### config.mk
export PLATFORM = sky130hd
export DESIGN_NAME = phase_inc_pipeline_flat
export DESIGN_NICKNAME = d
export VERILOG_FILES = /design/src/rtl/phase_inc_pipeline_pkg.sv /design/src/rtl/phase_inc_pipeline_if.sv /design/src/rtl/phase_inc_pipeline_vibrato_lfo.sv /design/src/rtl/phase_inc_pipeline.sv /design/src/flat_wrapper.sv
export SDC_FILE = /design/constraint.sdc
export NUM_CORES = 1
export LEC_CHECK = 0
export ABC_AREA = 1
export BUFFER_PORTS_ARGS = -buffer_cell sky130_fd_sc_hd__buf_2
export CORE_UTILIZATION = 50
export DETAILED_ROUTE_END_ITERATION = 8
export PLACE_DENSITY = 0.71
export SLEW_MARGIN = 10
export SYNTH_ARGS = -nofsm -noshare
export SYNTH_HDL_FRONTEND = slang
export SYNTH_SLANG_ARGS = --single-unit
### constraint.sdc
create_clock -name clk -period 4 [get_ports clk]
set_clock_uncertainty 0.15 [all_clocks]
set_input_delay 0.6 -clock clk [delete_from_list [all_inputs] [get_ports clk]]
set_output_delay 0.6 -clock clk [all_outputs]
set_load 0.005 [all_outputs]
### src/rtl/phase_inc_pipeline_pkg.sv
// ----------------------------------------------------------------------------
// phase_inc_pipeline_pkg
//   Shared constants, types and helpers for the phase-increment pipeline.
//   Default widths, the vibrato divider, the phase_inc type, and the
//   frequency-multiple lookup.
// ----------------------------------------------------------------------------
package phase_inc_pipeline_pkg;

    localparam int NUM_OPS_DEF = 36;
    localparam int OP_W_DEF    = $clog2(NUM_OPS_DEF);
    localparam int FNUM_W_DEF  = 10;
    localparam int BLOCK_W_DEF = 3;
    localparam int PHASE_W_DEF = 22;
    localparam int VIB_DIV_DEF = 10;

    localparam int MULT_W   = 4;
    localparam int FACTOR_W = 5;

    typedef logic [PHASE_W_DEF-1:0] phase_inc_t;

    // Frequency multiple scaled by two, so the half multiple (code 0) stays
    // an integer. The final stage multiplies by this and drops one LSB.
    function automatic logic [FACTOR_W-1:0] mult_factor(input logic [MULT_W-1:0] code);
        logic [FACTOR_W-1:0] f2;
        case (code)
            4'h0:        f2 = 5'd1;
            4'hA, 4'hB:  f2 = 5'd20;
            4'hC, 4'hD:  f2 = 5'd24;
            4'hE, 4'hF:  f2 = 5'd30;
            default:     f2 = {code, 1'b0};
        endcase
        return f2;
    endfunction

endpackage

### src/rtl/phase_inc_pipeline_if.sv
// ----------------------------------------------------------------------------
// phase_inc_pipeline_if
//   Operator beat in, tagged phase increment out.
//   master : drives the beat (in_*, fnum, block, mult, vib, dvb),
//            receives out_valid / out_op / phase_inc.
//   slave  : the pipeline side.
// ----------------------------------------------------------------------------
interface phase_inc_pipeline_if #(
    parameter int OP_W    = phase_inc_pipeline_pkg::OP_W_DEF,
    parameter int FNUM_W  = phase_inc_pipeline_pkg::FNUM_W_DEF,
    parameter int BLOCK_W = phase_inc_pipeline_pkg::BLOCK_W_DEF,
    parameter int PHASE_W = phase_inc_pipeline_pkg::PHASE_W_DEF
) ();

    logic               in_valid;
    logic [OP_W-1:0]    in_op;
    logic [FNUM_W-1:0]  fnum;
    logic [BLOCK_W-1:0] block;
    logic [3:0]         mult;
    logic               vib;
    logic               dvb;

    logic               out_valid;
    logic [OP_W-1:0]    out_op;
    logic [PHASE_W-1:0] phase_inc;

    modport master (
        output in_valid, in_op, fnum, block, mult, vib, dvb,
        input  out_valid, out_op, phase_inc
    );

    modport slave (
        input  in_valid, in_op, fnum, block, mult, vib, dvb,
        output out_valid, out_op, phase_inc
    );

endinterface

### src/rtl/phase_inc_pipeline_vibrato_lfo.sv
// ----------------------------------------------------------------------------
// phase_inc_pipeline_vibrato_lfo
//   Free-running vibrato LFO and the signed F-number delta it implies.
//   Ports:
//     clk, reset_n   clock / async active-low reset
//     sample_clk_en  advances the LFO counter by one
//     fnum_msb       top three bits of the F-number
//     vib, dvb       vibrato enable, deep vibrato
//     delta          signed offset to add to the F-number (combinational,
//                    based on the counter value before this cycle's advance)
// ----------------------------------------------------------------------------
module phase_inc_pipeline_vibrato_lfo #(
    parameter int VIB_DIV = phase_inc_pipeline_pkg::VIB_DIV_DEF
) (
    input  logic              clk,
    input  logic              reset_n,
    input  logic              sample_clk_en,
    input  logic [2:0]        fnum_msb,
    input  logic              vib,
    input  logic              dvb,
    output logic signed [3:0] delta
);

    localparam int CNT_W = VIB_DIV + 3;

    logic [CNT_W-1:0] cnt;
    logic [2:0]       pos;
    logic [2:0]       mag;

    always_ff @(posedge clk or negedge reset_n) begin
        if (!reset_n) begin
            cnt <= '0;
        end else if (sample_clk_en) begin
            cnt <= cnt + 1'b1;
        end
    end

    assign pos = cnt[CNT_W-1 -: 3];

    // Triangle: 0, +1/2, +1, +1/2, 0, -1/2, -1, -1/2 of the F-number MSBs.
    always_comb begin
        mag = 3'd0;
        case (pos)
            3'd0, 3'd4: mag = 3'd0;
            3'd2, 3'd6: mag = fnum_msb;
            default:    mag = fnum_msb >> 1;
        endcase
        if (!dvb) begin
            mag = mag >> 1;
        end
        if (!vib) begin
            mag = 3'd0;
        end
    end

    // pos 4 has zero magnitude, so using pos[2] as the sign is safe.
    assign delta = pos[2] ? -$signed({1'b0, mag}) : $signed({1'b0, mag});

endmodule

### src/rtl/phase_inc_pipeline.sv
// ----------------------------------------------------------------------------
// phase_inc_pipeline
//   Three-stage, time-multiplexed phase-increment generator. One operator
//   beat per clock, no stall; result appears three clocks later with its tag.
//     S1: F-number plus vibrato delta
//     S2: block (octave) shift
//     S3: frequency multiple
//   Ports:
//     clk            system clock
//     reset_n        async active-low reset; drops all in-flight beats
//     sample_clk_en  sample tick, advances the vibrato LFO
//     bus            slave side of phase_inc_pipeline_if (beat in, result out)
// ----------------------------------------------------------------------------
module phase_inc_pipeline
    import phase_inc_pipeline_pkg::*;
#(
    parameter int NUM_OPS = NUM_OPS_DEF,
    parameter int FNUM_W  = FNUM_W_DEF,
    parameter int BLOCK_W = BLOCK_W_DEF,
    parameter int PHASE_W = PHASE_W_DEF,
    parameter int VIB_DIV = VIB_DIV_DEF
) (
    input  logic                clk,
    input  logic                reset_n,
    input  logic                sample_clk_en,
    phase_inc_pipeline_if.slave bus
);

    localparam int OP_W = $clog2(NUM_OPS);

    // The widest shifted value times the largest multiple (x15) must fit.
    if (PHASE_W < FNUM_W + 1 + (2**BLOCK_W - 1) + 4) begin : g_phase_w_check
        $error("phase_inc_pipeline: PHASE_W too narrow for FNUM_W/BLOCK_W");
    end

    // ---------------- S1: vibrato ----------------
    logic signed [3:0]  vib_delta;
    logic [FNUM_W:0]    fnum_v_d;

    logic               s1_valid;
    logic [OP_W-1:0]    s1_op;
    logic [FNUM_W:0]    s1_fnum_v;
    logic [BLOCK_W-1:0] s1_block;
    logic [3:0]         s1_mult;

    phase_inc_pipeline_vibrato_lfo #(
        .VIB_DIV (VIB_DIV)
    ) u_lfo (
        .clk           (clk),
        .reset_n       (reset_n),
        .sample_clk_en (sample_clk_en),
        .fnum_msb      (bus.fnum[FNUM_W-1 -: 3]),
        .vib           (bus.vib),
        .dvb           (bus.dvb),
        .delta         (vib_delta)
    );

    // Sign-extended add; a negative delta only occurs with fnum >= 2^(FNUM_W-3),
    // so the unsigned result cannot wrap.
    assign fnum_v_d = {1'b0, bus.fnum} + {{(FNUM_W-3){vib_delta[3]}}, vib_delta};

    // ---------------- S2: block shift ----------------
    logic [PHASE_W-1:0] s1_ext;

    logic               s2_valid;
    logic [OP_W-1:0]    s2_op;
    logic [PHASE_W-1:0] s2_shifted;
    logic [3:0]         s2_mult;

    assign s1_ext = {{(PHASE_W-FNUM_W-1){1'b0}}, s1_fnum_v};

    // ---------------- S3: multiple ----------------
    logic [FACTOR_W-1:0] s2_factor;
    logic [PHASE_W:0]    s2_prod;

    logic               out_valid_q;
    logic [OP_W-1:0]    out_op_q;
    logic [PHASE_W-1:0] phase_inc_q;

    assign s2_factor = mult_factor(s2_mult);
    // Factor is x2-scaled; the extra product bit is dropped by the >>1.
    assign s2_prod   = {1'b0, s2_shifted} * {{(PHASE_W+1-FACTOR_W){1'b0}}, s2_factor};

    // ---------------- valid shift chain ----------------
    always_ff @(posedge clk or negedge reset_n) begin
        if (!reset_n) begin
            s1_valid    <= 1'b0;
            s2_valid    <= 1'b0;
            out_valid_q <= 1'b0;
        end else begin
            s1_valid    <= bus.in_valid;
            s2_valid    <= s1_valid;
            out_valid_q <= s2_valid;
        end
    end

    // ---------------- stage data (load only on valid) ----------------
    always_ff @(posedge clk or negedge reset_n) begin
        if (!reset_n) begin
            s1_op     <= '0;
            s1_fnum_v <= '0;
            s1_block  <= '0;
            s1_mult   <= '0;
        end else if (bus.in_valid) begin
            s1_op     <= bus.in_op;
            s1_fnum_v <= fnum_v_d;
            s1_block  <= bus.block;
            s1_mult   <= bus.mult;
        end
    end

    always_ff @(posedge clk or negedge reset_n) begin
        if (!reset_n) begin
            s2_op      <= '0;
            s2_shifted <= '0;
            s2_mult    <= '0;
        end else if (s1_valid) begin
            s2_op      <= s1_op;
            s2_shifted <= s1_ext << s1_block;
            s2_mult    <= s1_mult;
        end
    end

    always_ff @(posedge clk or negedge reset_n) begin
        if (!reset_n) begin
            out_op_q    <= '0;
            phase_inc_q <= '0;
        end else if (s2_valid) begin
            out_op_q    <= s2_op;
            phase_inc_q <= PHASE_W'(s2_prod >> 1);
        end
    end

    assign bus.out_valid = out_valid_q;
    assign bus.out_op    = out_op_q;
    assign bus.phase_inc = phase_inc_q;

endmodule
### src/flat_wrapper.sv
// flat-port wrapper written by rule: the top's interface ports become plain ports
module phase_inc_pipeline_flat import phase_inc_pipeline_pkg::*;
#(
    parameter int NUM_OPS = NUM_OPS_DEF,
    parameter int FNUM_W  = FNUM_W_DEF,
    parameter int BLOCK_W = BLOCK_W_DEF,
    parameter int PHASE_W = PHASE_W_DEF,
    parameter int VIB_DIV = VIB_DIV_DEF
)
  (clk, reset_n, sample_clk_en, bus_in_valid, bus_in_op, bus_fnum, bus_block, bus_mult, bus_vib, bus_dvb, bus_out_valid, bus_out_op, bus_phase_inc);
  phase_inc_pipeline_if #(.FNUM_W(FNUM_W), .BLOCK_W(BLOCK_W), .PHASE_W(PHASE_W)) bus_i ();
  input  logic clk;
  input  logic reset_n;
  input  logic sample_clk_en;
  input wire logic [$bits(bus_i.in_valid)-1:0] bus_in_valid;
  input wire logic [$bits(bus_i.in_op)-1:0] bus_in_op;
  input wire logic [$bits(bus_i.fnum)-1:0] bus_fnum;
  input wire logic [$bits(bus_i.block)-1:0] bus_block;
  input wire logic [$bits(bus_i.mult)-1:0] bus_mult;
  input wire logic [$bits(bus_i.vib)-1:0] bus_vib;
  input wire logic [$bits(bus_i.dvb)-1:0] bus_dvb;
  output wire logic [$bits(bus_i.out_valid)-1:0] bus_out_valid;
  output wire logic [$bits(bus_i.out_op)-1:0] bus_out_op;
  output wire logic [$bits(bus_i.phase_inc)-1:0] bus_phase_inc;
  assign bus_i.in_valid = bus_in_valid;
  assign bus_i.in_op = bus_in_op;
  assign bus_i.fnum = bus_fnum;
  assign bus_i.block = bus_block;
  assign bus_i.mult = bus_mult;
  assign bus_i.vib = bus_vib;
  assign bus_i.dvb = bus_dvb;
  assign bus_out_valid = bus_i.out_valid;
  assign bus_out_op = bus_i.out_op;
  assign bus_phase_inc = bus_i.phase_inc;
  phase_inc_pipeline #(.NUM_OPS(NUM_OPS), .FNUM_W(FNUM_W), .BLOCK_W(BLOCK_W), .PHASE_W(PHASE_W), .VIB_DIV(VIB_DIV)) u_core (.clk(clk), .reset_n(reset_n), .sample_clk_en(sample_clk_en), .bus(bus_i));
endmodule
==> results of run 1 <==
[kinds of logic (layout without fill, tap and decap cells)]
| kind of cell | after synthesis | count (layout) | synth area share, % |
|---|---|---|---|
| fa+ha+maj | 92 | 92 | 19.6 |
| flops | 96 | 96 | 31.0 |
| buf+inv | 238 | 317 | 11.7 |
| simple gates | 495 | 495 | 27.4 |
| xor+xnor | 22 | 22 | 2.49 |
| compound gates | 103 | 103 | 7.55 |
| mux | 2 | 2 | 0.274 |
[worst reg2reg max path, cell delays in order, from the launching register on]
cell and delay [ps]:
dfrtp_1 410, buf_12 170, nand2_1 60, inv_1 60, fa_1 490, fa_1 540, inv_1 50, fa_1 520
inv_1 40, ha_1 330, nand2_1 150, inv_1 70, nand2_1 70, nand2_1 50, nand2_1 70, nand3_2 90
or2_1 220, nand3_1 80, nand2_1 60
[layout by cell type, fill, tap and decap left out, types with 6 or more instances in the layout]
cell,n
xor2_1,10
ha_1,35
o221ai_1,9
inv_1,207
xnor2_1,12
a21oi_1,20
o21ai_0,51
nor2_1,44
buf_2,56
nand2_2,10
nand3_1,48
nand3b_1,6
o22ai_1,6
nor2_2,7
buf_4,28
fa_1,49
dfrtp_1,96
nand3_2,11
clkbuf_16,9
nand2_1,351
[path summary, 6_finish.rpt]
path / startpoint / end / slack (ps) / cells after the start
worst max-delay path: u_core.s2_mult[2] / u_core.bus.phase_inc[10] / 210 / 18
worst min-delay path: reset_n / u_core.bus.phase_inc[15] / 50 / 1
worst max register to register: u_core.s2_mult[2] / u_core.bus.phase_inc[10] / 210 / 18
worst min register to register: u_core.bus.phase_inc[0] / u_core.bus.phase_inc[0] / 320 / 2
max in group asynchronous: reset_n / u_core.s2_shifted[9] / 2820 / 2
min in group clk: bus_in_op[2] / u_core.s1_op[2] / 300 / 3
[registers in the layout, summed over array words and instances (netlist names), 3 cells and up]
| signal | cells |
|---|---|
| u_core.bus.out_op | 6 |
| u_core.bus.phase_inc | 22 |
| u_core.s1_block | 3 |
| u_core.s1_fnum_v | 11 |
| u_core.s1_mult | 4 |
| u_core.s1_op | 6 |
| u_core.s2_mult | 4 |
| u_core.s2_op | 6 |
| u_core.s2_shifted | 18 |
| u_core.u_lfo.cnt | 13 |
[area by class of cell]
type,instances,area (um^2)
fillers,1432,6310
multi-input cells,714,4540
flip-flops and latches,96,2400
inverters,213,800
repair buffers,88,571
well taps,188,235
clock buffers,10,229
clock inverters,6,67.6
[what timing repair did]
item,in CTS,in global routing
resized for setup,0,18
setup endpoints to repair,0,10
hold buffers,0,0
[power by group through the flow]
stage               Sequential, mW  Clock [mW]  Combinational, mW
floorplan                     1.31           0               1.04
global placement              1.34           0               1.49
detailed placement            1.35           0               1.53
CTS                           1.33       0.911               1.54
global route                  1.36       0.953               1.83
finish                        1.33       0.895               1.59
[stage by stage]
step                      utilization [%]  setup WS [ps]
after global placement               55.8            191
after floorplan                         -            133
final                                58.4            206
after CTS                            57.8            159
after detailed placement             55.8            169
after global routing                 58.4         0.0910
[routing by layer]
metal	wire length [um]	vias up	share of wire, %	GRT usage, %
li1	-	3347	-	-
met4	340	0	2.0	8.29
met1	8000	3109	47	30.5
met3	443	19	2.6	2.91
met5	0	-	0	0
met2	8330	103	49	40.6
[Yosys cell counts (8+ instances only)]
cell,instances,area (um^2)
xor2_1,10,87.6
nand3_1,50,250
nand2_2,8,50.1
nor2_1,45,169
buf_2,9,45.0
nand3_2,9,90.1
a21oi_1,23,115
xnor2_1,12,105
nand2_1,353,1330
o221ai_1,9,78.8
ha_1,43,538
o21ai_0,51,255
inv_1,207,777
fa_1,49,981
clkbuf_1,13,48.8
dfrtp_1,96,2400
==> results.yml, run 1 <==
run_status:
  status: "finished, final reports clean"
die:
  dieArea_mm2: 0.0160
  die_h_um: 127
  row_count: 45
  fp.dieW_um: 127
  initial_core_util_pct: 51.2
  ios: 58
  core_mm2: 0.0151
place:
  placed_cell_area_mm2: 0.00845
  dp.cells: 1299
  numPortBuffers: 57
  dp_hpwl_um: 13300
  place.gp.congestion: 0.893
worst_setup_path:
  cpPeakStageDelay_ps: 540
  cp_slowest_cell: "fa_1"
  crit_required_ps: 4100
  crit_path_cell_trace: "buf_12 > nand2_1 > inv_1 > fa_1 > fa_1 > inv_1 > fa_1 > inv_1 > ha_1 > nand2_1 > inv_1 > nand2_1 > nand2_1 > nand2_1 > nand3_2 > or2_1 > nand3_1 > nand2_1"
  arrival_ps: 3900
  crit_buf_inv: 5
  cp_max_fo: 21
  cp-start-kind: "flip-flop"
  endpoint_kind: "flip-flop"
  cp_top_family: "adder cells"
  path_common_cell: "nand2_1"
  worstSetupPathType: "reg -> reg"
clock_network:
  root_buffer: "clkbuf_16"
  cts_max_path_buffers: 2
  cts_tree: "built"
  cts_buffers: 9
  clkTransAtPathRegs_ps: 80
  clkLatencyLatePin_ps: 350
  post_cts_buffers: 0
  cts_max_level: 3
  cts_sinks: 96
finish:
  layout.cells.non_filler: 1315
  antenna_cells: 0
  syn_to_final_growth_pct: 14.0
  post-route-cell-area_mm2: 0.00884
  nets: 1243
  drive_gt1_share_pct: 13.8
detailed_routing:
  wl_um: 17100
  initialDrtViolationCount: 334
  via_count: 6578
  vias_per_cell: 5.00
  wl_per_cell_um: 13.0
  ant_nets: 0
  drc: 0
  first_pass_iters: 4
synth:
  synth_area_mm2: 0.00775
  synth-async-reset-ratio_pct: 100
  synth_edf_count: 0
  yosysWarnings: 0
  synth_seq_cells: 96
  ys_types: 39
  synth_cells: 1048
  ys_seq_area_share_pct: 31.0
  synth_nets: 1169
  synthFlopType: "dfrtp_1"
  synth.avg_cell_area_um2: 7.40
timing:
  fmax_mhz: 264
  period_needed_ps: 3790
  rsz0062_at_grt: "false"
  maxSlewViolCount: 0
  setup_viol: 0
  tns_ps: 0
  finalCritPeriodShare_pct: 94.9
  whs_ps: 54.4
  final_hold_viol_count: 0
  tightestPinTransition_ps: 770
  relSlewSlack_pct: 48.7
power:
  pwr-share-seq_pct: 34.9
  p_sw_mw: 1.48
  p_leak_nw: 5.18
  power_mw: 3.82
  vdd_drop_max_mv: 0.248
  power.density_mw_per_mm2: 432
  p_sw_share_pct: 38.8
  clock_power_share_pct: 23.4
  combPwrFrac_pct: 41.6
  internal_power_mw: 2.34
global_routing:
  grt_max_degree: 37
  antenna_found_initial: 0
  grt_pass1_wl_um: 29900
  grt_pass1_vias: 6462
  grt_use_total_pct: 23.5
  grt_overflow_total: 0
min_path:
  min_path_type: "in -> async"
run:
  maxCapViolCount: 0
Power figures use the tool's default switching activity.
==> run 2, diff against run 1 <==
- CORE_UTILIZATION: 50 -> 30
- PLACE_DENSITY: 0.71 -> default
==> run 2 against run 1 <==
  * Register-to-register slack worse by 30 ps
  * Global-route usage down 9.3 points
  * First-iteration DRC count up 7.2%
  * Sequential power about the same
  * Design area up 2.5%
  * Final cell count up 11%
  * Critical path type unchanged
  * Largest cell class unchanged
==> results.yml, run 2 (synthesized netlist as in run 1, its figures left out) <==
place:
  placed_cell_area_mm2: 0.00865
  dp.cells: 1445
  dp_hpwl_um: 14000
  numPortBuffers: 57
  post-place-ws_ps: 130
  place.gp.congestion: 0.892
finish:
  syn_to_final_growth_pct: 16.8
  layout.cells.non_filler: 1464
  nets: 1250
  fillers: 2718
  fin_util_pct: 35.9
  multi_input_area_mm2: 0.00452
  largest_register_ffs: 22
  drive_gt1_share_pct: 14.3
  antenna_cells: 0
  final_common_cell: "nand2_1"
  layout_common_cells: "nand2_1, inv_1, dfrtp_1"
  ff_latch_area_mm2: 0.00240
  post-route-cell-area_mm2: 0.00906
die:
  fp.dieW_um: 163
  dieArea_mm2: 0.0265
  core_mm2: 0.0253
  die_h_um: 163
  ios: 58
  initial_core_util_pct: 30.7
  row_count: 58
worst_setup_path:
  worstSetupPathType: "reg -> reg"
  endpoint_kind: "flip-flop"
  cp_top_family: "adder cells"
  crit_required_ps: 4090
  cp_slowest_cell: "fa_1"
  cp.depth: 19
  arrival_ps: 3920
  path_common_cell: "nand2_1"
  cpPeakStageDelay_ps: 540
  crit_buf_inv: 5
  worstSetupStartpoint: "u_core.s2_mult[3]"
  rr_worst_depth: 19
  cp-start-kind: "flip-flop"
  r2r_end: "u_core.bus.phase_inc[20]"
  reg2reg_from: "u_core.s2_mult[3]"
  r2r_slack_ps: 170
  cp_max_fo: 20
  crit_end: "u_core.bus.phase_inc[20]"
  crit_path_cell_trace: "buf_12 > nand2_1 > inv_1 > fa_1 > fa_1 > inv_1 > fa_1 > inv_1 > ha_2 > nand2_2 > buf_4 > nor2_4 > nand2_1 > nor2_1 > nand2_1 > nand3_1 > nand2_1 > nand3_1 > nand2_1"
timing:
  setup_viol: 0
  fmax_mhz: 261
  period_needed_ps: 3830
  tightestPinTransition_ps: 714
  maxSlewViolCount: 0
  relSlewSlack_pct: 52.4
  setup_slack_ps: 173
  final_hold_viol_count: 0
  tns_ps: 0
  finalCritPeriodShare_pct: 95.7
clock_network:
  cts_sinks: 96
  clkTransAtPathRegs_ps: 80
  cts_buffers: 9
  cts_tree: "built"
  clkLatencyLatePin_ps: 360
  cts_max_level: 3
  root_buffer: "clkbuf_16"
  cts_max_path_buffers: 2
global_routing:
  grt_use_total_pct: 14.2
  grt_pass1_vias: 6333
  antenna_found_initial: 0
  grt_overflow_total: 0
  grt_max_degree: 45
  grt_pass1_wl_um: 30500
detailed_routing:
  vias_per_cell: 4.39
  wl_um: 17400
  drc: 0
  ant_nets: 0
  first_pass_iters: 5
  initialDrtViolationCount: 358
  wl_per_cell_um: 11.9
  via_count: 6429
run_status:
  status: "finished, final reports clean"
power:
  p_leak_nw: 5.22
  vdd_drop_max_mv: 0.186
  power.density_mw_per_mm2: 421
min_path:
  min_path_type: "in -> async"
run:
  maxCapViolCount: 0
## run 2: worst reg2reg max path: cells and delay by family (launching register included)
kind | cells | cell delay [ps]
AND/OR/NAND/NOR | 10 | 760
adder cells (fa/ha/maj) | 4 | 1930
buffers and inverters | 5 | 450
flip-flops | 1 | 400
## run 2: worst min path at each step
stage / start / end / slack [ps] / depth (start not counted)
2_1_floorplan: reset_n / u_core.bus.out_op[0] / 150 / 0
3_3_place_gp: u_core.bus.out_op[3] / u_core.bus.out_op[3] / 300 / 2
3_5_place_dp: u_core.bus.out_op[3] / u_core.bus.out_op[3] / 300 / 2
4_1_cts: reset_n / u_core.u_lfo.cnt[2] / 110 / 1
5_1_grt: reset_n / u_core.u_lfo.cnt[1] / 130 / 1
6_report: reset_n / u_core.s2_mult[1] / 90 / 1
## run 2: metal layers
layer | vias up | GRT usage [%] | share of wire (%)
met3 | 15 | 2.47 | 3.3
met2 | 109 | 23.2 | 46
li1 | 3355 | - | -
met5 | - | 0 | 0
met4 | 0 | 3.19 | 1.1
met1 | 2950 | 19.4 | 50
## run 2: what timing repair did
item                                    CTS  global route
gates resized for setup                   0            18
hold buffers                              0             0
endpoints found under the setup margin    0            13
setup buffers                             0             3
## run 2: per-stage QoR
step / hold slack, ps / total power [mW]
2_1_floorplan: 154 / 2.35
4_1_cts: 109 / 3.80
5_1_grt: 126 / 4.18
6_report: 91.3 / 3.82
3_5_place_dp: 304 / 2.90
3_3_place_gp: 303 / 2.87
## run 2: cell type report
cell class	instances	share of cell area, %
inverter	213	8.85
clock buffer	9	2.49
timing repair buffer	95	6.92
sequential	96	26.5
multi-input combinational	714	49.9
clock inverter	7	0.801
tap	330	4.56
## run 2: where the power goes
part	internal (mW)	switching [mW]
Clock	0.443	0.431
Combinational	0.706	0.911
Sequential	1.16	0.166
Total	2.31	1.51
==> run 3, diff against run 2 <==
- CORE_MARGIN: default -> 4
==> run 3 against run 2 <==
  * Critical path depth down 1
  * Routed wire length up 2.2%
  * Power down 0.49%
  * Utilization down 0.18 points
  * Design area down 0.22%
  * Critical path type unchanged
  * Highest routed layer unchanged
==> results.yml, run 3 (synthesized netlist as in run 1, its figures left out) <==
detailed_routing:
  first_pass_iters: 5
  wl_per_cell_um: 12.1
  via_count: 6438
  initialDrtViolationCount: 315
  drc: 0
  ant_nets: 0
  vias_per_cell: 4.41
  wl_um: 17700
power:
  power.density_mw_per_mm2: 420
  p_leak_nw: 5.19
  vdd_drop_max_mv: 0.242
place:
  place.gp.congestion: 0.868
  numPortBuffers: 57
  dp_hpwl_um: 14100
timing:
  fmax_mhz: 263
  relSlewSlack_pct: 51.5
  tightestPinTransition_ps: 727
  period_needed_ps: 3810
  tns_ps: 0
  setup_viol: 0
  whs_ps: 93.6
  final_hold_viol_count: 0
  rsz0062_at_grt: "false"
  maxSlewViolCount: 0
  finalCritPeriodShare_pct: 95.2
die:
  dieArea_mm2: 0.0285
  ios: 58
  die_h_um: 169
  row_count: 58
  fp.dieW_um: 169
  initial_core_util_pct: 30.6
  core_mm2: 0.0253
finish:
  syn_to_final_growth_pct: 16.6
  fin_util_pct: 35.7
  multi_input_area_mm2: 0.00455
  antenna_cells: 0
  fillers: 2727
  layout_common_cells: "nand2_1, inv_1, dfrtp_1"
  largest_register_ffs: 22
  drive_gt1_share_pct: 14.1
  ff_latch_area_mm2: 0.00240
  nets: 1247
  final_common_cell: "nand2_1"
worst_setup_path:
  rr_worst_depth: 18
  arrival_ps: 3900
  cpPeakStageDelay_ps: 540
  cp-start-kind: "flip-flop"
  crit_path_cell_trace: "buf_12 > nand2_1 > inv_1 > fa_1 > fa_1 > inv_1 > fa_1 > inv_1 > ha_4 > nand2_1 > nand2_1 > inv_1 > o21ai_0 > a21oi_1 > nand2_1 > nand2_1 > nand3_1 > nand2_1"
  path_common_cell: "nand2_1"
  crit_required_ps: 4100
  worstSetupPathType: "reg -> reg"
  cp_slowest_cell: "fa_1"
  endpoint_kind: "flip-flop"
  cp_max_fo: 20
min_path:
  min_path_type: "in -> async"
clock_network:
  root_buffer: "clkbuf_16"
  cts_max_level: 3
  clkTransAtPathRegs_ps: 80
  postCtsHoldBufs: 0
  clkLatencyLatePin_ps: 360
  cts_tree: "built"
  cts_max_path_buffers: 2
  cts_sinks: 96
  cts_buffers: 9
run_status:
  status: "finished, final reports clean"
global_routing:
  grt_pass1_vias: 6596
  grt_pass1_wl_um: 31100
  grt_overflow_total: 0
  grt_use_total_pct: 13.1
  antenna_found_initial: 0
  grt_max_degree: 45
run:
  maxCapViolCount: 0
run 3: cell count changes in the layout (fill, tap and decap cells not counted), sizes merged:
cell | previous run | this run
buf | 95 | 92
clkinv | 5 | 3
clkbuf | 9 | 10
clkinvlp | 0 | 1
run 3: routing by layer:
metal / vias to the layer above / global-route usage (%) / share of wire, %
met5: - / 0 / 0
met4: 0 / 3.46 / 1.9
met3: 19 / 2.20 / 2.9
met2: 83 / 21.9 / 46
met1: 2981 / 17.7 / 49
li1: 3355 / - / -
run 3: what timing repair did:
| action | CTS | global route |
|---|---|---|
| resized for setup | 0 | 19 |
| setup endpoints to repair | 0 | 11 |
| buffers inserted | 0 | 2 |
run 3: report_power, final:
part	switching, mW	internal (mW)
Clock	0.422	0.439
Sequential	0.172	1.16
Combinational	0.914	0.691
run 3: metrics by stage:
step / std cells / cell area, um^2 / total power [mW] / setup slack (ps)
after global placement: 1443 / 8630 / 2.86 / 161
after global routing: 1461 / 9040 / 4.14 / 1.23
after detailed placement: 1443 / 8630 / 2.89 / 127
final: 1461 / 9040 / 3.80 / 193
after floorplan: 1048 / 7750 / 2.35 / 133
after CTS: 1459 / 8920 / 3.78 / 95.2
run 3: cell type report:
cell class                 count  share of cell area [%]
multi-input combinational    714                    50.3
sequential                    96                    26.6
inverter                     213                    8.84
timing repair buffer          92                    6.51
tap                          330                    4.57
clock buffer                  10                    2.53
clock inverter                 6                   0.651
run 3: path summary, 6_finish.rpt:
kind                                      start                        to  slack (ps)
max                           u_core.s2_mult[3]  u_core.bus.phase_inc[15]         190
min                                     reset_n      u_core.bus.out_op[5]          90
max reg2reg                   u_core.s2_mult[3]  u_core.bus.phase_inc[15]         190
min reg2reg                u_core.bus.out_op[2]      u_core.bus.out_op[2]         320
max in group asynchronous               reset_n           u_core.s1_valid        2780
min in group clk                   bus_in_op[5]           u_core.s1_op[5]         300
run 3: worst max-delay path: cells and delay by family, from the launching register on:
family                     cells  cell delay, ps
buffers and inverters          5             420
DFF                            1             400
and+or+nand+nor                7             480
adders and majority gates      4            1870
AOI/OAI and AO/OA              2             380
